**src/rtl/countdown_timer_bank_pkg.sv**
```systemverilog
// Shared constants, types and field-wrap helpers for the countdown timer bank.
// Field arithmetic is done on 7-bit values and range-checked before truncation.
package countdown_timer_bank_pkg;

    localparam int KILO = 1000;

    localparam logic [1:0] SELECT_SEC  = 2'd0;
    localparam logic [1:0] SELECT_MIN  = 2'd1;
    localparam logic [1:0] SELECT_HOUR = 2'd2;

    localparam logic [1:0] TMR_IDLE = 2'd0;
    localparam logic [1:0] TMR_RUN  = 2'd1;
    localparam logic [1:0] TMR_EXP  = 2'd2;

    localparam logic [6:0] SEC_MAX  = 7'd59;
    localparam logic [6:0] MIN_MAX  = 7'd59;
    localparam logic [6:0] HOUR_MAX = 7'd23;

    typedef struct packed {
        logic [4:0] hour;
        logic [5:0] min;
        logic [5:0] sec;
    } hms_t;

    function automatic int ch_width(input int n);
        return (n > 1) ? $clog2(n) : 1;
    endfunction

    function automatic logic [6:0] wrap_inc(input logic [6:0] v, input logic [6:0] max);
        logic [6:0] t;
        t = v + 7'd1;
        return (t > max) ? 7'd0 : t;
    endfunction

    function automatic logic [6:0] wrap_dec(input logic [6:0] v, input logic [6:0] max);
        return (v == 7'd0) ? max : v - 7'd1;
    endfunction

endpackage

```
**src/rtl/countdown_timer_bank_if.sv**
```systemverilog
// Control/status bundle between the timer bank and its user (edit panel, display mux).
interface countdown_timer_bank_if #(parameter int NUM_CH = 4);
    import countdown_timer_bank_pkg::*;

    localparam int CH_W = ch_width(NUM_CH);

    logic [NUM_CH-1:0] run;
    logic [CH_W-1:0]   edit_ch;
    logic [1:0]        select;
    logic              increment;
    logic              decrement;
    logic [5:0]        sec_out;
    logic [5:0]        min_out;
    logic [4:0]        hour_out;
    logic [NUM_CH-1:0] expired;
    logic              any_expired;

    modport master (
        output run, edit_ch, select, increment, decrement,
        input  sec_out, min_out, hour_out, expired, any_expired
    );

    modport slave (
        input  run, edit_ch, select, increment, decrement,
        output sec_out, min_out, hour_out, expired, any_expired
    );

endinterface

```
**src/rtl/countdown_timer_bank_timer_channel.sv**
```systemverilog
// One HH:MM:SS countdown channel: IDLE/RUNNING/EXPIRED FSM, field edits and borrow decrement.
// TIMER_AUTO_RELOAD_EN adds a preset that reloads on expiry instead of going sticky.
module countdown_timer_bank_timer_channel
    import countdown_timer_bank_pkg::*;
(
    input  logic       clk,
    input  logic       reset_n,
    input  logic       tick,
    input  logic       run,
    input  logic       edit_en,
    input  logic       inc,
    input  logic       dec,
    input  logic [1:0] select,
    output hms_t       time_out,
    output logic       expired
);

    logic [1:0] state_q, state_d;
    hms_t       time_q, time_d, edit_t, dec_t;
    logic       expired_q, expired_d;
`ifdef TIMER_AUTO_RELOAD_EN
    hms_t       preset_q, preset_d;
`endif

    // NOTE: every always_comb output gets a default first, so no path can infer a latch.
    always_comb begin
        edit_t = time_q;
        if (edit_en && (inc ^ dec)) begin
            case (select)
                SELECT_SEC:  edit_t.sec  = 6'(inc ? wrap_inc({1'b0, time_q.sec}, SEC_MAX)
                                                  : wrap_dec({1'b0, time_q.sec}, SEC_MAX));
                SELECT_MIN:  edit_t.min  = 6'(inc ? wrap_inc({1'b0, time_q.min}, MIN_MAX)
                                                  : wrap_dec({1'b0, time_q.min}, MIN_MAX));
                SELECT_HOUR: edit_t.hour = 5'(inc ? wrap_inc({2'b00, time_q.hour}, HOUR_MAX)
                                                  : wrap_dec({2'b00, time_q.hour}, HOUR_MAX));
                default: ;
            endcase
        end
    end

    // Borrow chain; only meaningful when time_q is non-zero, so hour never underflows.
    always_comb begin
        dec_t     = time_q;
        dec_t.sec = 6'(wrap_dec({1'b0, time_q.sec}, SEC_MAX));
        if (time_q.sec == 6'd0) begin
            dec_t.min = 6'(wrap_dec({1'b0, time_q.min}, MIN_MAX));
            if (time_q.min == 6'd0)
                dec_t.hour = 5'(wrap_dec({2'b00, time_q.hour}, HOUR_MAX));
        end
    end

    always_comb begin
        state_d   = state_q;
        time_d    = time_q;
        expired_d = 1'b0;
`ifdef TIMER_AUTO_RELOAD_EN
        preset_d  = preset_q;
`endif
        case (state_q)
            TMR_IDLE: begin
                time_d = edit_t;
                if (run) begin
                    state_d = TMR_RUN;
`ifdef TIMER_AUTO_RELOAD_EN
                    preset_d = edit_t;
`endif
                end
            end
            TMR_RUN: begin
                if (!run) begin
                    state_d = TMR_IDLE;
                end else if (tick) begin
                    if ((time_q == '0) || (dec_t == '0)) begin
                        expired_d = 1'b1;
`ifdef TIMER_AUTO_RELOAD_EN
                        time_d    = preset_q;
`else
                        time_d    = '0;
                        state_d   = TMR_EXP;
`endif
                    end else begin
                        time_d = dec_t;
                    end
                end
            end
            TMR_EXP: begin
                if (!run) state_d = TMR_IDLE;
                else      expired_d = 1'b1;
            end
            default: state_d = TMR_IDLE;
        endcase
    end

    // NOTE: sequential state uses <= so every register updates from pre-edge values.
    always_ff @(posedge clk or negedge reset_n) begin
        if (!reset_n) begin
            state_q   <= TMR_IDLE;
            time_q    <= '0;
            expired_q <= 1'b0;
`ifdef TIMER_AUTO_RELOAD_EN
            preset_q  <= '0;
`endif
        end else begin
            state_q   <= state_d;
            time_q    <= time_d;
            expired_q <= expired_d;
`ifdef TIMER_AUTO_RELOAD_EN
            preset_q  <= preset_d;
`endif
        end
    end

    assign time_out = time_q;
    assign expired  = expired_q;

endmodule

```
**src/rtl/countdown_timer_bank.sv**
```systemverilog
// Bank of NUM_CH HH:MM:SS countdown timers with a shared 1 Hz prescaler and edit port.
// Optional TIMER_AUTO_RELOAD_EN makes each channel reload its start time on expiry.
module countdown_timer_bank
    import countdown_timer_bank_pkg::*;
#(
    parameter int CLK_FREQ_HZ = KILO,
    parameter int NUM_CH      = 4
) (
    input  logic                   clk,
    input  logic                   reset_n,
    countdown_timer_bank_if.slave  bus
);

    localparam int              CH_W    = ch_width(NUM_CH);
    localparam int              PS_W    = $clog2(CLK_FREQ_HZ);
    localparam logic [PS_W-1:0] PS_LAST = PS_W'(CLK_FREQ_HZ - 1);

    logic [PS_W-1:0]   ps_q;
    logic              tick;
    logic              any_run;
    logic              inc_q, dec_q, inc_p, dec_p;
    hms_t              ch_time [NUM_CH];
    logic [NUM_CH-1:0] ch_expired;
    hms_t              view;

    assign any_run = |bus.run;
    assign tick    = any_run && (ps_q == PS_LAST);

    // Held at zero while nothing runs so the first tick lands a full period after start.
    always_ff @(posedge clk or negedge reset_n) begin
        if (!reset_n)                        ps_q <= '0;
        else if (!any_run || ps_q == PS_LAST) ps_q <= '0;
        else                                 ps_q <= ps_q + PS_W'(1);
    end

    always_ff @(posedge clk or negedge reset_n) begin
        if (!reset_n) begin
            inc_q <= 1'b0;
            dec_q <= 1'b0;
        end else begin
            inc_q <= bus.increment;
            dec_q <= bus.decrement;
        end
    end

    assign inc_p = bus.increment & ~inc_q;
    assign dec_p = bus.decrement & ~dec_q;

    for (genvar i = 0; i < NUM_CH; i++) begin : g_ch
        countdown_timer_bank_timer_channel u_ch (
            .clk      (clk),
            .reset_n  (reset_n),
            .tick     (tick),
            .run      (bus.run[i]),
            .edit_en  (bus.edit_ch == CH_W'(i)),
            .inc      (inc_p),
            .dec      (dec_p),
            .select   (bus.select),
            .time_out (ch_time[i]),
            .expired  (ch_expired[i])
        );
    end

    // Codes at or beyond NUM_CH match no channel and show 00:00:00.
    always_comb begin
        view = '0;
        for (int i = 0; i < NUM_CH; i++)
            if (bus.edit_ch == CH_W'(i)) view = ch_time[i];
    end

    assign bus.sec_out     = view.sec;
    assign bus.min_out     = view.min;
    assign bus.hour_out    = view.hour;
    assign bus.expired     = ch_expired;
    assign bus.any_expired = |ch_expired;

endmodule

```
**src/flat_wrapper.sv**
```systemverilog
// flat-port wrapper written by rule: the top's interface ports become plain ports
module countdown_timer_bank_flat import countdown_timer_bank_pkg::*;
#(
    parameter int CLK_FREQ_HZ = KILO,
    parameter int NUM_CH      = 4
)
  (clk, reset_n, bus_run, bus_edit_ch, bus_select, bus_increment, bus_decrement, bus_sec_out, bus_min_out, bus_hour_out, bus_expired, bus_any_expired);
  countdown_timer_bank_if #(.NUM_CH(NUM_CH)) bus_i ();
  input  logic clk;
  input  logic reset_n;
  input wire logic [$bits(bus_i.run)-1:0] bus_run;
  input wire logic [$bits(bus_i.edit_ch)-1:0] bus_edit_ch;
  input wire logic [$bits(bus_i.select)-1:0] bus_select;
  input wire logic [$bits(bus_i.increment)-1:0] bus_increment;
  input wire logic [$bits(bus_i.decrement)-1:0] bus_decrement;
  output wire logic [$bits(bus_i.sec_out)-1:0] bus_sec_out;
  output wire logic [$bits(bus_i.min_out)-1:0] bus_min_out;
  output wire logic [$bits(bus_i.hour_out)-1:0] bus_hour_out;
  output wire logic [$bits(bus_i.expired)-1:0] bus_expired;
  output wire logic [$bits(bus_i.any_expired)-1:0] bus_any_expired;
  assign bus_i.run = bus_run;
  assign bus_i.edit_ch = bus_edit_ch;
  assign bus_i.select = bus_select;
  assign bus_i.increment = bus_increment;
  assign bus_i.decrement = bus_decrement;
  assign bus_sec_out = bus_i.sec_out;
  assign bus_min_out = bus_i.min_out;
  assign bus_hour_out = bus_i.hour_out;
  assign bus_expired = bus_i.expired;
  assign bus_any_expired = bus_i.any_expired;
  countdown_timer_bank #(.CLK_FREQ_HZ(CLK_FREQ_HZ), .NUM_CH(NUM_CH)) u_core (.clk(clk), .reset_n(reset_n), .bus(bus_i));
endmodule
```
**config.mk**
```make
export PLATFORM = sky130hd
export DESIGN_NAME = countdown_timer_bank_flat
export DESIGN_NICKNAME = d
export VERILOG_FILES = /design/src/rtl/countdown_timer_bank_pkg.sv /design/src/rtl/countdown_timer_bank_if.sv /design/src/rtl/countdown_timer_bank_timer_channel.sv /design/src/rtl/countdown_timer_bank.sv /design/src/flat_wrapper.sv
export SDC_FILE = /design/constraint.sdc
export NUM_CORES = 1
export LEC_CHECK = 0
export BUFFER_PORTS_ARGS = -buffer_cell sky130_fd_sc_hd__buf_2
export CORE_UTILIZATION = 25
export DETAILED_ROUTE_END_ITERATION = 10
export PLACE_DENSITY_LB_ADDON = 0.15
export RECOVER_POWER = 100
export SYNTH_ARGS = -nofsm -noshare
export SYNTH_HDL_FRONTEND = slang
export SYNTH_HIERARCHICAL = 1
export SYNTH_SLANG_ARGS = --single-unit
export TNS_END_PERCENT = 100
```
**constraint.sdc**
```tcl
create_clock -name clk -period 8.8 [get_ports clk]
set_input_delay 0.44 -clock clk [delete_from_list [all_inputs] [get_ports clk]]
set_output_delay 0.44 -clock clk [all_outputs]
set_load 0.01 [all_outputs]
```
# Word-level counts from Yosys, hierarchy flattened
# Index checks and enable logic that the tools add are counted.
# Widths: inputs -> output; s select.
# op_classes
n_addsub,25
mul,0
div_mod_pow,0
magnitude_cmp,12
eq_ne,54
shifts,0
n_mux,125
bitwise,5
reduce_logical,59
# op_table
cell,n
$mux 17,20
$mux 6,32
$logic_not 17->1,8
$pmux 17 s2,4
$mux 5,20
$reduce_and 5->1,12
$add 6x1->7 const B,8
$gt 7x6->1 const B,8
$logic_not 6->1,8
$sub 6x1->6 const B,8
$mux 11,4
$mux 2,20
$ne 2x2->1 const B,17
$ne 2x1->1 const B,15
$add 5x1->6 const B,4
$gt 6x5->1 const B,4
$pmux 2 s3,4
$logic_not 5->1,4
$sub 5x1->5 const B,4
$mux 1,16
$reduce_and 4->1,4
$ne 3x3->1 const B,5
$eq 2x2->1 const B,7
$eq 2x1->1 const B,6
14 further kinds,38
# totals
register_bits,92
latchBits,0
ram_bits,0
rom_bits,0
in_bits,12
word_cells,303
mem_count,0

# Depth between registers and ports, before layout
# Gate-level depths: netlist of run 1.
# depth
word_depth,10
depth_mapped,13

# Modules after synthesis
# The synthesis of run 1 kept the hierarchy.
# by_module_without_submodules
mod,n_inst,cells_per_inst,area_per_inst_um2
countdown_timer_bank_timer_channel at u_core.g_ch[0].u_ch ...,3,342,2479.9
countdown_timer_bank_timer_channel at u_core.g_ch[3].u_ch,1,356,2622.5
countdown_timer_bank,1,80,996.0

# Worst setup path before layout of run 1
# Ideal clock, no wire load.
# synth_path
path_type,register to register
start,register u_core.ps_q[0]
end,"register u_core.g_ch[0].u_ch.time_q, in the netlist u_core/g_ch[0].u_ch/time_out[7]"
arrival_time_ns,2.641
required_time_ns,8.661
setup_slack_ns,6.020
stages_incl_launch_ff,11
path_buffers,1
synth_period_minus_slack_ns,2.780
path_cell_list,dfrtp_1 > ha_1 > nand4_1 > or4_4 > nor2_1 > a31oi_1 > a21o_1 > nor2_1 > clkbuf_1 > a21boi_1 > o221ai_1
# synth_between
elab_chain_cells,4
# synth_lines
element,line,text
start: declaration,countdown_timer_bank.sv:18,logic [PS_W-1:0] ps_q;
start signal: assignment,countdown_timer_bank.sv:33,else ps_q <= ps_q + PS_W'(1);
$eq 10x10->1,countdown_timer_bank.sv:27,assign tick = any_run && (ps_q == PS_LAST);
$logic_and 1x1->1,countdown_timer_bank.sv:27,
net u_core.tick,countdown_timer_bank.sv:19,logic tick;
$ne 2x2->1 (no line),n/a,
$reduce_and 5->1 (no line),n/a,
end signal: assignment,countdown_timer_bank_timer_channel.sv:105,time_q <= time_d;
end: declaration,countdown_timer_bank_timer_channel.sv:19,"hms_t time_q, time_d, edit_t, dec_t;"
# The timed path passes the listed nets, and every way through them passes these cells.
# A chain may end at the register's enable or synchronous reset.

# Final worst setup path of run 1
# layout_path
start,register u_core.inc_q
end,"register u_core.g_ch[1].u_ch.time_q, in the netlist u_core/g_ch[1].u_ch/time_out[6]"
# layout_between
elab_chain_cells,6
elab_cells_between_ends,10
classes_between,1 x eq/ne; 4 x mux; 3 x bitwise; 2 x reduce/logical
# layout_lines
element,line,text
start: declaration,countdown_timer_bank.sv:21,"logic inc_q, dec_q, inc_p, dec_p;"
start signal: assignment,countdown_timer_bank.sv:41,inc_q <= bus.increment;
$not 1->1 *,countdown_timer_bank.sv:46,assign inc_p = bus.increment & ~inc_q;
$and 1x1->1 *,countdown_timer_bank.sv:46,
net u_core.inc_p,countdown_timer_bank.sv:21,
$mux 6 / $xor 1x1->1 (equally long branches),"countdown_timer_bank_timer_channel.sv:32, countdown_timer_bank_timer_channel.sv:28",
$mux 6 / $logic_and 1x1->1 (equally long branches),"countdown_timer_bank_timer_channel.sv:29, countdown_timer_bank_timer_channel.sv:28",
$mux 17 / $ne 2x2->1 (equally long branches),n/a,
$pmux 17 s2 / $reduce_and 5->1 (equally long branches),n/a,
end signal: assignment,countdown_timer_bank_timer_channel.sv:105,
end: declaration,countdown_timer_bank_timer_channel.sv:19,
# The timed path passes the listed nets; every way through them passes the cells marked *. The select of a mux whose other input is x is not followed.

==> results of run 1 <==
-- Yosys cell counts (21+ instances only) --
| cell | count | share of area |
|---|---|---|
| dfrtp_1 | 92 | 0.21 |
| xnor2_1 | 25 | 0.020 |
| nor2b_1 | 31 | 0.018 |
| a31oi_1 | 40 | 0.023 |
| a21o_1 | 28 | 0.019 |
| inv_1 | 64 | 0.022 |
| o211ai_1 | 28 | 0.019 |
| o31ai_1 | 21 | 0.014 |
| ha_1 | 53 | 0.060 |
| a21oi_1 | 87 | 0.039 |
| clkbuf_1 | 74 | 0.025 |
| nand2_1 | 154 | 0.052 |
| nand3_1 | 75 | 0.034 |
| nor2_1 | 131 | 0.044 |
| nor3_1 | 41 | 0.019 |
| o21ai_0 | 75 | 0.034 |
| buf_2 | 23 | 0.010 |
-- where the power goes --
group          internal [mW]  switching (mW)  leakage (nW)
Sequential             0.570           0.596          1.10
Combinational          0.832            1.27          2.85
Clock                  0.266           0.204         0.162
-- worst min path at each step --
stage,from,to,slack [ns],depth (start not counted)
after global placement,u_core/ps_q[0]$_DFF_PN0_,u_core/ps_q[0]$_DFF_PN0_,0.45,1
after global routing,bus_decrement,u_core/dec_q$_DFF_PN0_,0.17,1
after floorplan,reset_n,u_core/dec_q$_DFF_PN0_,0.14,0
final,bus_decrement,u_core/dec_q$_DFF_PN0_,0.18,1
after CTS,reset_n,u_core/ps_q[9]$_DFF_PN0_,0.08,1
after detailed placement,u_core/ps_q[0]$_DFF_PN0_,u_core/ps_q[0]$_DFF_PN0_,0.46,1
-- placed cells by master, fill, tap and decap left out, types with 9 or more instances in the layout --
cell,count
nand2_1,157
a31oi_1,40
o21ai_0,76
nor3_1,41
clkbuf_1,28
dfrtp_1,92
nor4b_1,11
or3_1,19
nor4_1,12
o211ai_1,28
nand4_1,17
o31ai_1,21
o221ai_1,17
nand2b_1,15
o2111ai_1,9
clkbuf_16,9
and2_1,12
xor2_1,12
or2_2,13
a21o_1,28
o311ai_0,17
nor2_1,132
ha_1,53
nand3_1,75
a211oi_1,14
a311oi_1,12
and3_1,15
nor2b_1,31
inv_1,64
a221oi_1,11
a21boi_0,14
a32oi_1,10
xnor2_1,25
a21oi_1,87
nand3b_1,11
mux4_2,17
-- layer usage --
metal  wire length [microns]  part of all wire
met1                   19400              0.47
met2                   19100              0.46
met3                    1920             0.046
met4                    1140             0.027
met5                      11           0.00027
-- sequential cells by signal, summed over array words and instances, names as in the netlist --
signal                     cells
u_core/inc_q                   1
u_core/g_ch.u_ch/state_q       8
u_core/ps_q                   10
u_core/g_ch.u_ch/time_out     68
u_core/dec_q                   1
u_core/g_ch.u_ch/expired       4
-- stage by stage --
stage / worst slack (ns) / power, mW / utilization / area (sq um) / std cells
final: 2.87 / 3.74 / 0.270 / 11700 / 1988
after global routing: 2.49 / 4.05 / 0.270 / 11700 / 1988
after CTS: 5.26 / 3.77 / 0.272 / 11800 / 1988
after detailed placement: 5.08 / 3.27 / 0.265 / 11500 / 1972
after global placement: 5.10 / 3.29 / 0.265 / 11500 / 1972
after floorplan: 6.02 / 2.64 / - / 11100 / 1462
-- layout make-up --
class                      count  area [sq um]  share of cell area
clock buffer                  11           253              0.0216
clock inverter                 5          81.3             0.00696
inverter                      70           263              0.0225
multi-input combinational   1185          7890               0.674
sequential                    92          2300               0.197
tap                          585           732              0.0626
timing repair buffer          40           175              0.0150
-- critical path: cells and delay by family (launching register included) --
| kind | cells | cell delay (ns) |
|---|---|---|
| AND/OR/NAND/NOR | 1 | 1.06 |
| buffers and inverters | 3 | 3.45 |
| AO/OA/AOI/OAI | 4 | 0.86 |
| flip-flops | 1 | 0.36 |
-- logic make-up (layout without fill, tap and decap cells) --
logic type | count (synthesis) | in the layout | share of synthesized area
muxes | 22 | 22 | 0.0391
DFF | 92 | 92 | 0.208
xor gates and xnor gates | 37 | 37 | 0.0293
and+or+nand+nor | 607 | 607 | 0.291
buffers and inverters | 185 | 126 | 0.0725
adders and majority gates | 53 | 53 | 0.0600
AOI/OAI and AO/OA | 466 | 466 | 0.300
==> results_dict.tcl, run 1 <==
set metrics [dict create \
    outcome "finished with violations" \
    violations "max-capacitance violations, max-slew violations" \
    slew_violations 181 \
    drtAntennaViolNets 0 \
    h-tree-depth 3 \
    die_area_sq_mm 0.0451 \
    crit_type "reg2reg" \
    synthArstFlopShare 1.00 \
    syn_inst 1462 \
    ir_worst_vdd_mv 0.123 \
    clock_skew_ns 0.0123 \
    synth.yosys.seq_area_share 0.208 \
    numCtsBuffers 9 \
    cts-hold-fix-buffers 0 \
    finalCriticalPeriod_ns 5.93 \
    grt_max_degree 52 \
    avgSynthCellArea_sq_um 7.56 \
    fillers 4814 \
    whs_ns 0.180 \
    path_max_fanout 50 \
    cp_data_required_time_ns 9.02 \
    antenna_found_initial 1 \
    via_per_inst 5.72 \
    hold_violations 0 \
    dr_total_vias 11400 \
    wl_mm 41.5 \
    rsz0062_at_grt "false" \
    initial_utilization 0.255 \
    grtUsageMet3 0.0264 \
    coreArea_sq_mm 0.0434 \
    reg2reg_from "u_core/inc_q$_DFF_PN0_" \
    p_leak_nw 4.12 \
    r2r_end "u_core/g_ch[1].u_ch/time_out[6]$_DFFE_PN0P_" \
    fmax_mhz 169 \
    finalWeightedCongestion 0.866 \
    grt_overflow 0 \
    root_buffer "clkbuf_16" \
    synthFlopType "dfrtp_1" \
    cts_setup_buffers 0 \
    end_kind "register" \
    rr_worst_depth 8 \
    num_antenna_cells 0 \
    crit_slowest_cell "clkbuf_1" \
    io_buffers 33 \
    drive_gt1_frac 0.0663 \
    yosys_warnings 6 \
    hold_path_class "in2reg" \
    synth_area_sq_mm 0.0111 \
    grt_first_pass_wirelength_mm 64.1 \
    clk_latency_ns 0.38 \
    chipHeight_microns 212 \
    worst_ep_arrival_time_ns 6.15 \
    ys_types 88 \
    final_nets 1463 \
    syn2layout_area_growth_pct 5.74 \
    grt_use_total 0.185 \
    finalCritPeriodShare 0.674 \
    ios 34 \
    critPathLaunchType "register" \
    setup_violations 0 \
    cts.path.max_buffers 2 \
    r2r_setup_slack_ns 2.87 \
    pwr_density_cell_mw_per_mm2 320 \
    ctsResizeCount 0 \
    crit_chain "nor2b_1, buf_4, clkbuf_1, clkinv_1, a21oi_1, a211oi_1, a31oi_1, a22oi_1" \
    maxCapViolations 5 \
    clkTransAtPathRegs_ns 0.07 \
    top_usage_layer "met2" \
    synth-edff-count 0 \
    slew_headroom -1.08 \
    drc 0 \
    crit_path_end "u_core/g_ch[1].u_ch/time_out[6]$_DFFE_PN0P_" \
    setup_tns_ns 0 \
    cpPeakStageDelay_ns 1.85 \
    drt_first_pass_iters 5 \
    syn-num-nets 1527 \
    dpl.hpwl_mm 29.4 \
    dr.first_iter.drc_count 906 \
    avgRoutedWirePerCell_microns 20.9 \
    cts.sink_count 92 \
    synth-seq-cells 92 \
    die_w_microns 212 \
    met1_usage 0.253 \
    worst_pin_slew_ns 3.12 \
    rows 76 \
    grt_pass1_vias 10500 \
    cts_tree "built" \
    crit_start "u_core/inc_q$_DFF_PN0_" \
    use_met2 0.292 \
]
Power figures use the tool's default switching activity.
==> run 2, diff against run 1 <==
- clock period: 8.8 -> 5.7 ns (I/O delays scaled with it)
==> run 2 against run 1 <==
  * The flow still finishes with violations (max-capacitance violations, max-slew violations)
  * First-iteration DRC count is 29% higher
  * Non-clock buffer count grew 1
  * Global-route usage grew 0.61 points
  * Critical path depth unchanged
  * Register-to-register slack worse by 1.4 ns
  * Critical endpoint is now u_core/g_ch[3].u_ch/state_q[1]$_DFFE_PN0P_
==> results_dict.tcl, run 2 (synthesis gave the netlist of run 1 again) <==
set metrics [dict create \
    instances_no_fill 1989 \
    syn2layout_area_growth_pct 6.03 \
    cts.path.max_buffers 2 \
    crit_slowest_cell "o311ai_1" \
    coreArea_sq_mm 0.0434 \
    crit_type "reg2reg" \
    antenna_found_initial 4 \
    met1_usage 0.266 \
    whs_ns 0.0250 \
    cts_setup_buffers 0 \
    final_nets 1464 \
    via_per_inst 5.74 \
    power_mw 5.79 \
    maxCapViolations 3 \
    grtUsageMet3 0.0236 \
    num_antenna_cells 0 \
    setup_tns_ns 0 \
    cts_tree "built" \
    hold_path_class "in2reg" \
    swShare 0.552 \
    p_leak_nw 4.15 \
    chipHeight_microns 212 \
    grt_use_total 0.191 \
    drc 0 \
    avgRoutedWirePerCell_microns 21.5 \
    grt_overflow 0 \
    numCtsBuffers 9 \
    ctsResizeCount 0 \
    rsz0062_at_grt "false" \
    ir_worst_vdd_mv 0.182 \
    crit_chain "inv_1, ha_1, or4b_1, nor2_8, a211oi_1, o311ai_1, a21oi_1, o22a_1" \
    clkTransAtPathRegs_ns 0.07 \
    ios 34 \
    finalCriticalPeriod_ns 4.26 \
    top_usage_layer "met2" \
    die_area_sq_mm 0.0451 \
    use_met2 0.307 \
    grt_max_degree 49 \
    power_switching_mw 3.19 \
    slew_headroom -0.973 \
    drt_first_pass_iters 5 \
    grt_first_pass_wirelength_mm 65.7 \
    dp_cells 1972 \
    end_kind "register" \
    clk_latency_ns 0.38 \
    slew_violations 81 \
    path_max_fanout 12 \
    worst_ep_arrival_time_ns 4.53 \
    violations "max-capacitance violations, max-slew violations" \
    p_int_mw 2.59 \
    outcome "finished with violations" \
    io_buffers 33 \
    layout_commonest_cell "nand2_1" \
    die_w_microns 212 \
    dr.first_iter.drc_count 1172 \
    fillers 4839 \
    mostFrequentLayoutCells "157 x nand2_1, 131 x nor2_1, 92 x dfrtp_1" \
    drive_gt1_frac 0.0677 \
    finalCritPeriodShare 0.747 \
    dr_total_vias 11400 \
    dpl.hpwl_mm 30.1 \
    critPathLaunchType "register" \
    cpPeakStageDelay_ns 1.53 \
    initial_utilization 0.255 \
    fmax_mhz 235 \
    comb_power_share 0.563 \
    drtAntennaViolNets 0 \
    cp_data_required_time_ns 5.97 \
    largest_reg_flops 68 \
    wl_mm 42.7 \
    h-tree-depth 3 \
    clock_skew_ns 0.00855 \
    root_buffer "clkbuf_16" \
    p_seq_frac 0.310 \
    rows 76 \
    finalWeightedCongestion 0.830 \
    clockPowerShare 0.127 \
    setup_violations 0 \
    worst_pin_slew_ns 2.96 \
    hold_violations 0 \
    pwr_density_cell_mw_per_mm2 494 \
    cts.sink_count 92 \
    grt_pass1_vias 10700 \
]
-- run 2: cell types whose count changed in the layout (fill, tap and decap cells not counted), sizes merged --
cell	before	now
buf	12	16
bufinv	2	3
inv	65	64
clkinvlp	1	0
dlygate4sd3	0	1
clkinv	7	8
clkbuf	39	35
-- run 2: area by class of cell --
class / instances / area [sq um] / share of cell area
sequential: 92 / 2300 / 0.196
clock inverter: 5 / 100 / 0.00854
timing repair buffer: 41 / 198 / 0.0169
clock buffer: 11 / 233 / 0.0198
multi-input combinational: 1185 / 7900 / 0.674
tap: 585 / 732 / 0.0624
inverter: 70 / 263 / 0.0224
-- run 2: metrics by stage --
step | util | setup WS, ns | area (sq um)
after detailed placement | 0.265 | 2.11 | 11500
after CTS | 0.273 | 2.07 | 11800
after global routing | 0.270 | 1.07 | 11700
after floorplan | - | 2.92 | 11100
final | 0.270 | 1.44 | 11700
after global placement | 0.265 | 2.21 | 11500
-- run 2: what timing repair did --
action | CTS | global route
endpoints found under the hold margin | 44 | 0
endpoints found under the setup margin | 0 | 0
hold buffers | 1 | 0
-- run 2: path summary, 6_finish.rpt --
kind | cells past startpoint | slack [ns] | endpoint | from
max reg2reg | 8 | 1.44 | u_core/g_ch[3].u_ch/state_q[1]$_DFFE_PN0P_ | u_core/g_ch[3].u_ch/time_out[0]$_DFFE_PN0P_
max | 8 | 1.44 | u_core/g_ch[3].u_ch/state_q[1]$_DFFE_PN0P_ | u_core/g_ch[3].u_ch/time_out[0]$_DFFE_PN0P_
min | 1 | 0.02 | u_core/dec_q$_DFF_PN0_ | bus_decrement
min reg2reg | 1 | 0.48 | u_core/ps_q[0]$_DFF_PN0_ | u_core/ps_q[0]$_DFF_PN0_
max in group asynchronous | 3 | 2.28 | u_core/g_ch[3].u_ch/time_out[9]$_DFFE_PN0P_ | reset_n
min in group asynchronous | 2 | 1.43 | u_core/ps_q[7]$_DFF_PN0_ | reset_n
-- run 2: worst max-delay path, delay by kind of cell, from the launching register on --
kind	cells	cell delay [ns]
AO/OA/AOI/OAI	4	2.17
AND/OR/NAND/NOR	2	0.89
adder cells (fa/ha/maj)	1	0.34
buffers and inverters	1	0.18
flip-flops	1	0.56
-- run 2: power by group through the flow --
stage	sequential [mW]	combinational [mW]	clock [mW]
floorplan	1.14	2.93	0
global placement	1.80	3.25	0
detailed placement	1.81	3.24	0
CTS	1.79	3.27	0.768
global route	1.87	3.61	0.783
finish	1.79	3.26	0.735
-- run 2: per-layer routing --
layer	routed length (microns)	part of all wire	vias up
met2	19700	0.46	303
li1	-	-	5368
met5	13	0.00030	-
met4	773	0.018	2
met1	20300	0.48	5690
met3	1940	0.045	47
==> run 3, diff against run 2 <==
- clock period: 5.7 -> 3.7 ns (I/O delays scaled with it)
==> run 3 against run 2 <==
  * The flow still finishes with violations (max-capacitance violations, max-slew violations)
  * Cell count up 2.7%
  * Core utilization rose by 0.86 points
  * Routed wire length rose by 0.35%
==> results_dict.tcl, run 3 (synthesis gave the netlist of run 1 again) <==
set metrics [dict create \
    outcome "finished with violations" \
    violations "max-capacitance violations, max-slew violations" \
    layout_commonest_cell "nand2_1" \
    dr.first_iter.drc_count 1107 \
    grt_pass1_vias 10900 \
    via_per_inst 5.66 \
    io_buffers 33 \
    worst_ep_arrival_time_ns 3.61 \
    dp_cells 2024 \
    slew_violations 74 \
    end_kind "register" \
    p_seq_frac 0.242 \
    swShare 0.548 \
    finalCriticalPeriod_ns 3.35 \
    drt_first_pass_iters 5 \
    grt_use_total 0.194 \
    pwr_density_cell_mw_per_mm2 758 \
    numCtsBuffers 9 \
    worst_pin_slew_ns 1.62 \
    die_w_microns 212 \
    grt_max_degree 48 \
    drtAntennaViolNets 0 \
    instances_no_fill 2043 \
    grt_overflow 0 \
    critPathLaunchType "register" \
    root_buffer "clkbuf_16" \
    maxCapViolations 2 \
    power_switching_mw 5.03 \
    p_leak_nw 4.38 \
    ir_worst_vdd_mv 0.273 \
    rows 76 \
    cts.path.max_buffers 2 \
    p_int_mw 4.14 \
    initial_utilization 0.255 \
    antenna_found_initial 0 \
    wl_mm 42.9 \
    finalCritPeriodShare 0.905 \
    comb_power_share 0.645 \
    clockPowerShare 0.113 \
    crit_slowest_cell "a211oi_1" \
    clk_latency_ns 0.39 \
    clkTransAtPathRegs_ns 0.07 \
    avgRoutedWirePerCell_microns 21.0 \
    whs_ns 0.117 \
    slew_headroom -0.0773 \
    dpl.hpwl_mm 31.5 \
    setup_violations 0 \
    finalWeightedCongestion 0.874 \
    h-tree-depth 3 \
    mostFrequentLayoutCells "156 x nand2_1, 131 x nor2_1, 92 x dfrtp_1" \
    syn2layout_area_growth_pct 9.41 \
    cts_tree "built" \
    chipHeight_microns 212 \
    drc 0 \
    hold_path_class "in2reg" \
    die_area_sq_mm 0.0451 \
    largest_reg_flops 68 \
    hold_violations 0 \
    dr_total_vias 11600 \
    fillers 4823 \
    setup_tns_ns 0 \
    ios 34 \
    drive_gt1_frac 0.101 \
    coreArea_sq_mm 0.0434 \
    clock_skew_ns 0.00821 \
    cts.sink_count 92 \
    grt_first_pass_wirelength_mm 67.0 \
    crit_type "reg2reg" \
    rsz0062_at_grt "false" \
    crit_chain "clkbuf_2, ha_1, a21boi_0, o221ai_1, a22o_1, a211oi_1, a21oi_1, a221oi_1, nor2_1" \
    cp_data_required_time_ns 3.96 \
    fmax_mhz 299 \
    final_nets 1518 \
    path_max_fanout 11 \
    cpPeakStageDelay_ns 1.07 \
]
run 3: cell count changes in the layout (fill, tap and decap cells not counted), sizes merged:
| cell | delta |
|---|---|
| buf | +47 |
| bufinv | -2 |
| diode | +1 |
| clkinv | +1 |
| clkbuf | +5 |
| dlygate4sd3 | +2 |
run 3: per-layer routing:
layer,wire length [microns],vias up,global-route usage
met4,854,0,0.0523
li1,-,5469,-
met2,19300,370,0.308
met3,2420,52,0.0331
met1,20300,5681,0.269
met5,0,-,0
run 3: critical path, delay by kind of cell, from the launching register on:
kind / cells / cell delay [ns]
AO/OA/AOI/OAI: 6 / 2.17
adder cells (fa/ha/maj): 1 / 0.35
AND/OR/NAND/NOR: 1 / 0.09
flip-flops: 1 / 0.38
buffers and inverters: 1 / 0.24
run 3: power groups by stage:
stage                     Combinational, mW  Sequential (mW)  Clock, mW
after global placement                 5.95             2.24          0
after detailed placement               5.91             2.24          0
after global routing                   6.53             2.32       1.11
after CTS                              5.94             2.22       1.09
after floorplan                        4.51             1.76          0
final                                  5.91             2.22       1.04
run 3: worst paths after layout:
kind / cells past startpoint / from / to / slack, ns
worst min register to register: 1 / u_core/ps_q[0]$_DFF_PN0_ / u_core/ps_q[0]$_DFF_PN0_ / 0.46
worst min-delay path: 3 / bus_run[2] / u_core/g_ch[2].u_ch/expired$_DFF_PN0_ / 0.12
min in group asynchronous: 2 / reset_n / u_core/g_ch[0].u_ch/state_q[0]$_DFFE_PN0P_ / 0.72
max in group asynchronous: 3 / reset_n / u_core/g_ch[3].u_ch/time_out[6]$_DFFE_PN0P_ / 0.81
worst max register to register: 9 / u_core/g_ch[0].u_ch/time_out[0]$_DFFE_PN0P_ / u_core/g_ch[0].u_ch/time_out[0]$_DFFE_PN0P_ / 0.35
worst max-delay path: 9 / u_core/g_ch[0].u_ch/time_out[0]$_DFFE_PN0P_ / u_core/g_ch[0].u_ch/time_out[0]$_DFFE_PN0P_ / 0.35
run 3: cell type report:
type / count / area, sq um / share of cell area
diodes: 1 / 2.50 / 0.000207
clock buffers: 11 / 253 / 0.0209
multi-input cells: 1185 / 7920 / 0.654
inverters: 70 / 263 / 0.0217
flip-flops and latches: 92 / 2300 / 0.190
well taps: 585 / 732 / 0.0605
repair buffers: 95 / 582 / 0.0481
clock inverters: 4 / 48.8 / 0.00403
run 3: repair_timing:
item                      CTS  global route
resized for setup           0             0
hold endpoints to repair   47             0
buffers inserted            0             0
hold buffers                3             0
run 3: through the flow:
| step | area, sq um | power (mW) | utilization | worst slack [ns] |
|---|---|---|---|---|
| floorplan | 11100 | 6.27 | - | 0.920 |
| global placement | 11900 | 8.19 | 0.274 | 0.656 |
| detailed placement | 11900 | 8.16 | 0.274 | 0.595 |
| CTS | 12200 | 9.26 | 0.281 | 0.573 |
| global route | 12100 | 9.96 | 0.279 | 0.155 |
| finish | 12100 | 9.17 | 0.279 | 0.350 |
